<file path="src/rtl/poly_pkg.sv">
// poly_pkg
//   Shared definitions for the Horner polynomial evaluator: the controller
//   state encoding and the upper limits on datapath width and polynomial
//   degree that size the coefficient register file.
package poly_pkg;

    localparam int MAX_WIDTH  = 16;
    localparam int MAX_DEGREE = 7;

    typedef enum logic [2:0] {
        LOAD        = 3'd0,
        LOAD_WAIT   = 3'd1,
        LOAD_X      = 3'd2,
        LOAD_X_WAIT = 3'd3,
        COMPUTE     = 3'd4,
        DONE        = 3'd5,
        DONE_WAIT   = 3'd6
    } state_t;

endpackage

</file>
<file path="src/rtl/poly_mac.sv">
// poly_mac
//   One Horner step, purely combinational: next_acc = acc*x + coef.
//   Ports:
//     acc      in  WIDTH  running accumulator
//     x        in  WIDTH  evaluation point
//     coef     in  WIDTH  coefficient for this step
//     next_acc out WIDTH  result truncated to WIDTH bits
//     ovf      out 1      any bit above WIDTH-1 of the full result was set
module poly_mac
    import poly_pkg::*;
#(
    parameter int WIDTH = 8
) (
    input  logic [WIDTH-1:0] acc,
    input  logic [WIDTH-1:0] x,
    input  logic [WIDTH-1:0] coef,
    output logic [WIDTH-1:0] next_acc,
    output logic             ovf
);

    localparam int FULL = 2 * WIDTH + 1;

    // Widened to 2*WIDTH+1 so the product plus carry from the add is never lost.
    logic [FULL-1:0] prod_sum;

    assign prod_sum = FULL'(acc) * FULL'(x) + FULL'(coef);
    assign next_acc = prod_sum[WIDTH-1:0];
    assign ovf      = |prod_sum[FULL-1:WIDTH];

endmodule

</file>
<file path="src/rtl/poly_horner.sv">
// poly_horner
//   Operator-loaded polynomial evaluator. Coefficients a_DEGREE..a_0 and then
//   x are entered one per go press/release; the result is then computed by
//   Horner's rule in DEGREE cycles.
//   Ports:
//     clk           in  1      clock, rising edge
//     resetn        in  1      synchronous active-low reset
//     go            in  1      load strobe (press/release handshake)
//     data_in       in  WIDTH  coefficient or x value
//     data_result   out WIDTH  y = sum a_i*x^i mod 2^WIDTH
//     result_valid  out 1      data_result holds a completed evaluation
//     overflow      out 1      an intermediate value exceeded WIDTH bits
//     busy          out 1      evaluation in progress, go ignored
module poly_horner
    import poly_pkg::*;
#(
    parameter int WIDTH  = 8,
    parameter int DEGREE = 3
) (
    input  logic             clk,
    input  logic             resetn,
    input  logic             go,
    input  logic [WIDTH-1:0] data_in,
    output logic [WIDTH-1:0] data_result,
    output logic             result_valid,
    output logic             overflow,
    output logic             busy
);

    localparam logic [2:0] DEG = 3'(DEGREE);

    state_t           state_q, state_d;
    logic [2:0]       idx_q, idx_d;
    logic [2:0]       k_q, k_d;
    logic [WIDTH-1:0] acc_q, acc_d;
    logic [WIDTH-1:0] x_q, x_d;
    logic [WIDTH-1:0] coef_q [0:MAX_DEGREE];
    logic [WIDTH-1:0] coef_d [0:MAX_DEGREE];
    logic [WIDTH-1:0] result_q, result_d;
    logic             ovf_q, ovf_d;
    logic             valid_q, valid_d;
    logic             busy_q, busy_d;

    logic [WIDTH-1:0] mac_next;
    logic             mac_ovf;

    poly_mac #(.WIDTH(WIDTH)) u_mac (
        .acc      (acc_q),
        .x        (x_q),
        .coef     (coef_q[k_q]),
        .next_acc (mac_next),
        .ovf      (mac_ovf)
    );

    always_comb begin
        state_d  = state_q;
        idx_d    = idx_q;
        k_d      = k_q;
        acc_d    = acc_q;
        x_d      = x_q;
        coef_d   = coef_q;
        result_d = result_q;
        ovf_d    = ovf_q;

        case (state_q)
            LOAD: begin
                if (go) begin
                    coef_d[idx_q] = data_in;
                    state_d       = LOAD_WAIT;
                end
            end
            // Waiting for release guarantees one capture per press.
            LOAD_WAIT: begin
                if (!go) begin
                    if (idx_q == 3'd0) begin
                        state_d = LOAD_X;
                    end else begin
                        idx_d   = idx_q - 3'd1;
                        state_d = LOAD;
                    end
                end
            end
            LOAD_X: begin
                if (go) begin
                    x_d     = data_in;
                    state_d = LOAD_X_WAIT;
                end
            end
            LOAD_X_WAIT: begin
                if (!go) begin
                    acc_d   = coef_q[DEG];
                    k_d     = DEG - 3'd1;
                    ovf_d   = 1'b0;
                    state_d = COMPUTE;
                end
            end
            COMPUTE: begin
                acc_d = mac_next;
                ovf_d = ovf_q | mac_ovf;
                if (k_q == 3'd0) begin
                    result_d = mac_next;
                    state_d  = DONE;
                end else begin
                    k_d = k_q - 3'd1;
                end
            end
            DONE: begin
                if (go) begin
                    state_d = DONE_WAIT;
                end
            end
            DONE_WAIT: begin
                if (!go) begin
                    idx_d   = DEG;
                    state_d = LOAD;
                end
            end
            default: begin
                state_d = LOAD;
                idx_d   = DEG;
            end
        endcase
    end

    // Status flags are decoded from the next state so they line up with it.
    assign valid_d = (state_d == DONE) || (state_d == DONE_WAIT);
    assign busy_d  = (state_d == COMPUTE);

    always_ff @(posedge clk) begin
        if (!resetn) begin
            state_q  <= LOAD;
            idx_q    <= DEG;
            k_q      <= 3'd0;
            acc_q    <= '0;
            x_q      <= '0;
            coef_q   <= '{default: '0};
            result_q <= '0;
            ovf_q    <= 1'b0;
            valid_q  <= 1'b0;
            busy_q   <= 1'b0;
        end else begin
            state_q  <= state_d;
            idx_q    <= idx_d;
            k_q      <= k_d;
            acc_q    <= acc_d;
            x_q      <= x_d;
            coef_q   <= coef_d;
            result_q <= result_d;
            ovf_q    <= ovf_d;
            valid_q  <= valid_d;
            busy_q   <= busy_d;
        end
    end

    assign data_result  = result_q;
    assign result_valid = valid_q;
    assign overflow     = ovf_q;
    assign busy         = busy_q;

endmodule

</file>
<file path="config.mk">
export PLATFORM = sky130hd
export DESIGN_NAME = poly_horner
export DESIGN_NICKNAME = d
export VERILOG_FILES = /design/src/rtl/poly_pkg.sv /design/src/rtl/poly_mac.sv /design/src/rtl/poly_horner.sv
export SDC_FILE = /design/constraint.sdc
export NUM_CORES = 1
export LEC_CHECK = 0
export ABC_AREA = 1
export CAP_MARGIN = 0
export CORE_ASPECT_RATIO = 1.75
export CORE_MARGIN = 10
export CORE_UTILIZATION = 30
export DETAILED_ROUTE_END_ITERATION = 10
export GPL_TIMING_DRIVEN = 0
export HOLD_SLACK_MARGIN = 0.02
export PLACE_DENSITY = 0.46
export SYNTH_ARGS = -nofsm -noshare
export SYNTH_HDL_FRONTEND = slang
export SYNTH_SLANG_ARGS = --single-unit
</file>
<file path="constraint.sdc">
create_clock -name clk -period 8.45 [get_ports clk]
set_clock_uncertainty 0.15 [all_clocks]
set_input_delay 1.2675 -clock clk [delete_from_list [all_inputs] [get_ports clk]]
set_output_delay 1.2675 -clock clk [all_outputs]
set_load 0.01 [all_outputs]
</file>
==> impl_metrics.yaml <==
clock_tree:
  holdBufCountCts: 0
  cts_sinks: 100
  h-tree-depth: 3
  cts_tree: "yes"
  cts_root_buf: "clkbuf_16"
  cts_buffers: 9
  clk_path_buf_depth: 2
  cts_setup_buffers: 0
  clkTransAtPathRegs_ps: 70
  cts_resized: 0
  clock_latency_ps: 350
die:
  coreArea_um2: 22800
  pin_count: 22
  start_util: 0.305
  die_area_um2: 30000
  die_h_um: 222
  die_w_um: 135
  rows: 73
synthesis:
  syn_inst: 985
  async_flop_share: 0
  yosysMostFrequentCell: "nor2_1"
  synth_top_family_by_area: "simple AND/OR/NAND/NOR gates"
  ys_seq_area_frac: 0.287
  synth_top_cell_by_area: "dfxtp_1"
  ys_warn_count: 0
  ys_types: 40
  syn_area_um2: 6980
  synthTopCellsByArea: "dfxtp_1 (29%), fa_1 (13%), nor2_1 (12%)"
  synthMuxAreaShare: 0
  synth_compound_area_frac: 0.138
  synth_fp_nets: 1084
  synth_edf_count: 0
  yosys.area.top_type_share: 0.287
  synth_adder_area_share: 0.205
  synth_commonest_cells: "nor2_1 (220), nand2_1 (160), inv_1 (143)"
  synth_xor_area_frac: 0.00377
  synth-main-ff-cell: "dfxtp_1"
  synthSimpleGateAreaFrac: 0.251
  syn_area_per_cell_um2: 7.08
  ys_ff_latch: 100
power:
  p_per_area_nw_per_um2: 127
  p_leak_nw: 3.69
  peakVddDrop_uv: 78.7
worst_setup_path:
  ff2ff_setup_slack_ps: 2990
  worst_r2r_path_depth: 27
  required_ps: 8520
  cpMostUsedCell: "nand2_1"
  slowest_stage: "fa_1"
  worstPathArrival_ps: 5530
  cp-endpoint: "overflow$_SDFFE_PN0P_"
  crit_start: "k_q[1]$_SDFFE_PN0P_"
  worst_path_dominant_cell_family: "adder cells"
  path_depth: 27
  start_kind: "flip-flop"
  r2r-end: "overflow$_SDFFE_PN0P_"
  criticalPathCategory: "reg -> reg"
  critPathCaptureType: "flip-flop"
  critPathMaxStageDelay_ps: 530
  crit_buf_inv: 7
  cp_max_fo: 10
  r2r-start: "k_q[1]$_SDFFE_PN0P_"
cells_and_area:
  antennaDiodeCount: 0
  drive_gt1_frac: 0.0582
  area_growth_pct: 11.4
  multi_input_area_um2: 4180
  nets: 1108
  fillers: 2589
  regArea_um2: 2000
  post-route-util: 0.340
timing:
  max_slew_margin: 0.484
  hold_ws_ps: 341
  fmax_mhz: 183
  rsz0062_at_grt: "false"
  period_needed_ps: 5460
  fin_crit_sh: 0.646
  hold_viol: 0
  drv_slew: 0
  finalSetupTns_ps: 0
  worst_pin_slew_ps: 774
  finalSetupViolations: 0
placed_design:
  place.gp.congestion: 0.865
  dp_hpwl_um: 17200
  io_buffer_count: 13
route:
  wl_per_cell_um: 16.5
  first_iter_violations: 314
  detail_route.first_pass.iterations: 6
  vias: 6224
  viasPerCell: 4.74
  route.detailed.drc: 0
  ant_nets: 0
  routed_wl_um: 21600
grt:
  grt_overflow: 0
  grt_use_met3: 0.0136
  antenna_found_initial: 0
  grt_pass1_vias: 6424
  grtUsageTotal: 0.148
  grt_pass1_wl_um: 34500
  met2_usage: 0.280
  busiest_layer: "met2"
  met1_usage: 0.149
  grt_max_degree: 17
hold_path:
  hold_path_class: "reg -> reg"
  hp-start: "data_result[3]$_SDFFE_PN0P_"
job:
  max_cap_viol_count: 0
run_status:
  status: "finished clean"
-- where the power goes --
group          internal [mW]  leakage (nW)  total, mW  switching, mW
sequential             0.484         0.809      0.494         0.0102
combinational         0.0218          2.74     0.0799         0.0581
clock                  0.218         0.135      0.411          0.193
total                  0.724          3.69      0.985          0.261
-- metrics by stage --
step,instances,cell area (um2),setup WS (ps),power (mW)
2_1_floorplan,985,6980,3940,0.555
3_3_place_gp,1298,7480,2960,0.586
3_5_place_dp,1298,7480,2960,0.586
4_1_cts,1314,7770,2930,0.999
5_1_grt,1314,7770,2610,1.03
6_report,1314,7770,2990,0.985
-- metal layers --
layer	vias to the layer above	part of all wire
li1	3122	-
met1	2948	0.36
met2	105	0.56
met3	49	0.023
met4	0	0.054
met5	-	0
-- worst min-delay path by stage --
stage,endpoint,slack (ps),cells past startpoint
6_report,data_result[3]$_SDFFE_PN0P_,340,2
5_1_grt,data_result[5]$_SDFFE_PN0P_,360,2
4_1_cts,data_result[3]$_SDFFE_PN0P_,350,2
3_5_place_dp,data_result[3]$_SDFFE_PN0P_,330,2
3_3_place_gp,data_result[3]$_SDFFE_PN0P_,320,2
2_1_floorplan,coef_q[39]$_SDFFE_PN0P_,290,2
-- sequential cells by signal, summed over array words and instances (netlist names), 3 cells and up --
signal and count:
data_result 8, k_q 3, x_q 8, coef_q 64
acc_q 8, idx_q 3, state_q 3
-- cell type report --
cell class | instances | area share
plain buffers | 48 | 0.0269
clock buffers | 12 | 0.0330
clock inverters | 4 | 0.00419
inverters | 154 | 0.0757
multi-input cells | 683 | 0.538
flip-flops and latches | 100 | 0.258
well taps | 300 | 0.0483
repair buffers | 13 | 0.0167
-- cell usage in the layout (no fill, tap or decap), types with 14 or more instances in the layout --
| master | Yosys | routed |
|---|---|---|
| dfxtp_1 | 100 | 100 |
| a21oi_1 | 17 | 17 |
| fa_1 | 44 | 44 |
| clkbuf_1 | 42 | 43 |
| nor2_1 | 220 | 220 |
| ha_1 | 44 | 44 |
| nand3_1 | 14 | 14 |
| o21ai_0 | 112 | 112 |
| inv_1 | 143 | 143 |
| nand2_1 | 160 | 160 |
-- worst register-to-register path, cell delays in order, from the launching register on --
cell and delay (ps):
dfxtp_1 380, clkbuf_1 340, buf_2 320, o21ai_0 250
o221ai_1 290, o21ai_0 210, fa_1 530, inv_1 40
ha_1 290, ha_1 190, inv_1 70, fa_1 420
inv_1 70, ha_1 200, inv_1 70, fa_1 430
inv_1 80, nand3_1 60, nand2_1 110, nand2_1 80
nand2_1 110, nand2_1 120, nand3_1 90, nand2_1 100
nor2_1 120, nand3_1 110, nand2_1 80, a21oi_1 50
-- logic make-up after synthesis --
kind of cell | after synthesis
AND/OR/NAND/NOR | 422
buffers and inverters | 202
AO/OA/AOI/OAI | 170
flip-flops | 100
adder cells (fa/ha/maj) | 88
XOR/XNOR | 3
(Power assumes the default switching activity.)
